**src/rtl/tcs_color_sampler.sv**
```systemverilog
// Purpose : drives the S2/S3 filter selects of a light-to-frequency color sensor,
//           counts sensor edges over a gate window for red, green and blue,
//           scales and saturates each count to 8 bits, and publishes all three at once.
// Latency : one frame = 3*(SETTLE_CYCLES+GATE_CYCLES)+1 cycles; bytes and valid
//           appear the cycle after PUBLISH.
// Backpressure: none; valid is a one-cycle strobe and the bytes hold until the next publish.
//
// Ports:
//   clk, rst        : clock and synchronous active-high reset
//   sensor_out      : asynchronous sensor frequency output (synchronized internally)
//   en              : run enable; frames repeat back-to-back while high
//   s2, s3          : filter select (red=00, green=11, blue=01, idle=00)
//   red/green/blue  : last published channel bytes
//   valid           : one-cycle strobe when red/green/blue update
//   busy            : high whenever the sequencer is not idle
module tcs_color_sampler #(
    parameter int GATE_CYCLES   = 50000,
    parameter int SETTLE_CYCLES = 1000,
    parameter int CNT_W         = 16,   // must be >= 8
    parameter int SHIFT         = 0
) (
    input  logic       clk,
    input  logic       rst,
    input  logic       sensor_out,
    input  logic       en,
    output logic       s2,
    output logic       s3,
    output logic [7:0] red,
    output logic [7:0] green,
    output logic [7:0] blue,
    output logic       valid,
    output logic       busy
);

    localparam int TMAX = (GATE_CYCLES > SETTLE_CYCLES) ? GATE_CYCLES : SETTLE_CYCLES;
    localparam int TW   = (TMAX > 1) ? $clog2(TMAX) : 1;
    localparam logic [TW-1:0]    SETTLE_LAST = TW'(SETTLE_CYCLES - 1);
    localparam logic [TW-1:0]    GATE_LAST   = TW'(GATE_CYCLES - 1);
    localparam logic [CNT_W-1:0] CNT_MAX     = '1;
    localparam logic [CNT_W-1:0] BYTE_MAX    = CNT_W'(255);

    typedef enum logic [2:0] {
        IDLE, SETTLE_R, COUNT_R, SETTLE_G, COUNT_G, SETTLE_B, COUNT_B, PUBLISH
    } state_e;

    state_e           state_q, state_d;
    logic [TW-1:0]    timer_q, timer_d;
    logic [CNT_W-1:0] cnt_q, cnt_d;
    logic [2:0]       sync_q;
    logic [7:0]       hold_r_q, hold_r_d, hold_g_q, hold_g_d, hold_b_q, hold_b_d;
    logic [7:0]       red_q, red_d, green_q, green_d, blue_q, blue_d;
    logic             valid_q, valid_d;

    logic             edge_det;
    logic             settle_done, gate_done;

    // sync_q[1:0] is the two-flop synchronizer, sync_q[2] the previous synced value.
    assign edge_det    = sync_q[1] & ~sync_q[2];
    assign settle_done = (timer_q == SETTLE_LAST);
    assign gate_done   = (timer_q == GATE_LAST);

    // ---------------- state register and datapath registers ----------------
    always_ff @(posedge clk) begin
        if (rst) begin
            state_q  <= IDLE;
            timer_q  <= '0;
            cnt_q    <= '0;
            sync_q   <= '0;
            hold_r_q <= '0;
            hold_g_q <= '0;
            hold_b_q <= '0;
            red_q    <= '0;
            green_q  <= '0;
            blue_q   <= '0;
            valid_q  <= 1'b0;
        end else begin
            state_q  <= state_d;
            timer_q  <= timer_d;
            cnt_q    <= cnt_d;
            sync_q   <= {sync_q[1:0], sensor_out};
            hold_r_q <= hold_r_d;
            hold_g_q <= hold_g_d;
            hold_b_q <= hold_b_d;
            red_q    <= red_d;
            green_q  <= green_d;
            blue_q   <= blue_d;
            valid_q  <= valid_d;
        end
    end

    // ---------------- next-state logic ----------------
    always_comb begin
        state_d = state_q;
        case (state_q)
            IDLE:     if (en)          state_d = SETTLE_R;
            SETTLE_R: if (settle_done) state_d = COUNT_R;
            COUNT_R:  if (gate_done)   state_d = SETTLE_G;
            SETTLE_G: if (settle_done) state_d = COUNT_G;
            COUNT_G:  if (gate_done)   state_d = SETTLE_B;
            SETTLE_B: if (settle_done) state_d = COUNT_B;
            COUNT_B:  if (gate_done)   state_d = PUBLISH;
            PUBLISH:  state_d = en ? SETTLE_R : IDLE;
            default:  state_d = IDLE;
        endcase
    end

    // ---------------- datapath next values ----------------
    logic             counting, leaving;
    logic [CNT_W-1:0] cnt_inc, scaled;
    logic [7:0]       cnt_byte;

    always_comb begin
        counting = (state_q == COUNT_R) || (state_q == COUNT_G) || (state_q == COUNT_B);
        leaving  = (state_d != state_q);

        // Counter saturates rather than wraps; includes an edge seen in the
        // current cycle so the last gate cycle is counted at capture.
        cnt_inc = cnt_q;
        if (counting && edge_det && (cnt_q != CNT_MAX)) begin
            cnt_inc = cnt_q + CNT_W'(1);
        end
        scaled   = cnt_inc >> SHIFT;
        cnt_byte = (scaled > BYTE_MAX) ? 8'hFF : scaled[7:0];

        timer_d  = (leaving || (state_q == IDLE)) ? '0 : timer_q + TW'(1);

        cnt_d    = cnt_inc;
        if (leaving && !counting) begin
            cnt_d = '0;           // cleared on entry to each gate window
        end

        hold_r_d = hold_r_q;
        hold_g_d = hold_g_q;
        hold_b_d = hold_b_q;
        if (leaving && (state_q == COUNT_R)) hold_r_d = cnt_byte;
        if (leaving && (state_q == COUNT_G)) hold_g_d = cnt_byte;
        if (leaving && (state_q == COUNT_B)) hold_b_d = cnt_byte;

        red_d   = red_q;
        green_d = green_q;
        blue_d  = blue_q;
        valid_d = 1'b0;
        if (state_q == PUBLISH) begin
            red_d   = hold_r_q;
            green_d = hold_g_q;
            blue_d  = hold_b_q;
            valid_d = 1'b1;
        end
    end

    // ---------------- output logic ----------------
    always_comb begin
        s2   = 1'b0;
        s3   = 1'b0;
        busy = (state_q != IDLE);
        case (state_q)
            SETTLE_G, COUNT_G: begin
                s2 = 1'b1;
                s3 = 1'b1;
            end
            SETTLE_B, COUNT_B: begin
                s3 = 1'b1;
            end
            default: ;
        endcase
    end

    assign red   = red_q;
    assign green = green_q;
    assign blue  = blue_q;
    assign valid = valid_q;

endmodule

```
**config.mk**
```make
export PLATFORM = sky130hd
export DESIGN_NAME = tcs_color_sampler
export DESIGN_NICKNAME = d
export VERILOG_FILES = /design/src/rtl/tcs_color_sampler.sv
export SDC_FILE = /design/constraint.sdc
export NUM_CORES = 1
export LEC_CHECK = 0
export ABC_AREA = 1
export ABC_CLOCK_PERIOD_IN_PS = 4250
export CAP_MARGIN = 40
export CORE_MARGIN = 5
export CORE_UTILIZATION = 60
export DETAILED_ROUTE_END_ITERATION = 7
export GPL_ROUTABILITY_DRIVEN = 0
export PLACE_DENSITY = 0.82
export SLEW_MARGIN = 40
export SYNTH_ARGS = -nofsm -noshare
export SYNTH_HDL_FRONTEND = slang
export SYNTH_SLANG_ARGS = --single-unit
```
**constraint.sdc**
```tcl
create_clock -name clk -period 4.25 [get_ports clk]
set_clock_uncertainty 0.15 [all_clocks]
set_input_delay 0.6375 -clock clk [delete_from_list [all_inputs] [get_ports clk]]
set_output_delay 0.6375 -clock clk [all_outputs]
set_load 0.03 [all_outputs]
```
==> qor.txt <==
final hold slack: 0.257 ns
DR WL/cell: 12.1 um
placed cell area: 4370 um^2
vias: 3,518
DRC violations left: 0
largest family of logic cells by synthesized area: simple AND/OR/NAND/NOR gates
worst slew pin tran: 0.684 ns
CTS resizes: 0
most frequent cells in the layout: nand2_1, inv_1, dfxtp_1
syn avg cell area: 7.15 um^2
CTS Hold Bufs: 0
met1 Use GR: 25.6%
total wire length: 8240 um
clk root buf: clkbuf_8
Power Density: 320 nW/um^2
Worst slew margin: 54.3%
Post-Synth Simple-Gate Area: 33.6%
number of global-route vias before repair: 3,408
share of layout cells above drive strength 1: 8.32%
area grow syn2layout: 12.8%
Clock transition at path regs: 0.08 ns
critical-path cell list: nor2_1 > inv_1 > o21ai_0 > clkdlybuf4s50_1
Setup CP Type: reg -> out
RSZ-0062 raised after global routing: no
Worst EP required: 3.46 ns
Synth Instances: 568
setup TNS: 0 ns
Max-Cap Viols: 0
Synth Area in Compound Gates: 7.27%
Main synth FF type: dfxtp_1
Crit-path slowest cell: clkdlybuf4s50_1
crit path launch type: flop
Cell Area, Synth: 4060 um^2
Post-Synth XOR/XNOR Area: 4.10%
Ys Warns: 0
Die Area: 8510 um^2
Setup crit start: state_q[0]$_SDFF_PP0_
Worst-Skew Late Latency: 0.36 ns
vias per std cell: 5.17
syn nets: 574
initial antenna violation count: 0
fmax: 365 MHz
crit share post-route: 64.5%
Worst Hold Class: reg -> reg
Starting Density: 60.7%
die width: 92.3 um
PortBufs: 31
clk buf depth: 2
GRT Resource Usage Total: 20.9%
mux contribution to synthesized area: 0.247%
outcome: finished clean
CTS tree: yes
Max IR drop VDD: 0.000175 V
die height: 92.3 um
final hold viol count: 0
area occupied by multi-input gates: 1860 um^2
CP max FO: 7
fin. max-slew vios: 0
Critical Path Sink Type: primary output
CP Data Arrival Time: 1.96 ns
Ports: 32
post-route ant nets: 0
cell row count: 30
commonest non-fill, non-tap cell in the layout: nand2_1
dpl hpwl: 6020 um
finished layout cell area: 4580 um^2
Most Used Layer, Global Route: met2
Final min period: 2.74 ns
leak pwr: 1.90 nW
H-tree depth: 3
register area share after synthesis: 42.9%
Worst Hold Launch: sync_q[0]$_SDFF_PP0_
Synth async-reset ratio: 0%
Clock Sinks: 87
number of synthesized flops with an enable pin: 0
# fillers: 575
Synth Register Bits: 87
total grt overflow: 0
Reg-to-Reg Start: cnt_q[0]$_SDFF_PP0_
post-CTS setup buffer count: 0
final setup violation count: 0
Core Area: 6680 um^2
Global Route met2 Usage: 35.2%
ant diodes: 0
GR Util met3: 4.02%
Final nets: 602
Post-Synth Adder-Cell Area: 0.617%
1st-iter DRT viols: 160
largest net degree at the start of global routing: 26
Reg area: 1740 um^2
number of buffers created by CTS: 9
global-route wire length before repair: 14,500 um
First-pass DRT Iterations: 4
Largest stage delay, worst path: 0.71 ns
post-synth cell types: 31
-- critical path: cells and delay by family (launching register included) --
family	cells	cell delay [ns]
flops	1	0.38
compound gates	1	0.21
simple gates	1	0.21
buf+inv	2	0.79
-- path summary, 6_finish.rpt --
| path | cells past startpoint | end | slack, ns |
|---|---|---|---|
| setup / recovery | 4 | s2 | 1.51 |
| hold / removal | 2 | sync_q[1]$_SDFF_PP0_ | 0.26 |
| setup reg to reg | 12 | hold_r_q[6]$_SDFFE_PP0P_ | 1.55 |
| hold reg to reg | 2 | sync_q[1]$_SDFF_PP0_ | 0.26 |
-- cell families (layout without fill, tap and decap cells) --
family	after synthesis	in the layout
adder cells (fa/ha/maj)	2	2
AO/OA/AOI/OAI	54	54
AND/OR/NAND/NOR	298	298
XOR/XNOR	19	19
buffers and inverters	107	140
multiplexers	1	1
flip-flops	87	87
-- metrics by stage --
stage	power, mW	setup slack [ns]	cells	utilization [%]
global placement	0.877	1.48	665	65.3
finish	1.46	1.51	681	68.5
floorplan	0.867	2.12	568	-
CTS	1.48	1.49	681	68.5
detailed placement	0.878	1.38	665	65.3
global route	1.52	1.39	681	68.5
-- power breakdown --
part / internal (mW) / switching (mW)
clock network: 0.296 / 0.310
registers: 0.817 / 0.00219
logic: 0.0114 / 0.0284
total: 1.12 / 0.341
-- registers in the layout, indices dropped and copies added, names as in the netlist --
name,flops
timer_q,16
sync_q,3
state_q,3
hold_b_q,8
green,8
red,8
valid,1
blue,8
cnt_q,16
hold_g_q,8
hold_r_q,8
-- final cells by class --
cell class | instances | area share (%)
Multi-Input combinational cell | 374 | 40.6
Sequential cell | 87 | 38.0
Inverter | 92 | 7.54
Timing Repair Buffer | 32 | 6.94
Clock buffer | 10 | 3.01
Tap cell | 80 | 2.19
Clock inverter | 6 | 1.64
-- synth_stat cells, types with 2 or more instances --
master	instances	area (um^2)
nor2_1	80	300
buf_8	2	30.0
buf_6	4	45.0
inv_2	4	15.0
o21ai_2	2	17.5
inv_1	88	330
nor2_4	7	78.8
o21ai_0	30	150
ha_1	2	25.0
nand2_1	142	533
nand3_1	23	115
dfxtp_1	87	1740
nand4_1	25	156
xor2_1	11	96.3
xnor2_1	8	70.1
buf_2	2	10.0
nand3_2	4	40.0
nor2_2	5	31.3
nand2_2	6	37.5
a21oi_1	19	95.1
clkbuf_1	7	26.3
-- per-layer routing --
metal  wire (um)  up-vias
met5           0        -
met4         129        0
met3         377       12
met2        3980       66
met1        3750     1630
li1            -     1810
No activity file was read; power rests on OpenSTA's default activity.
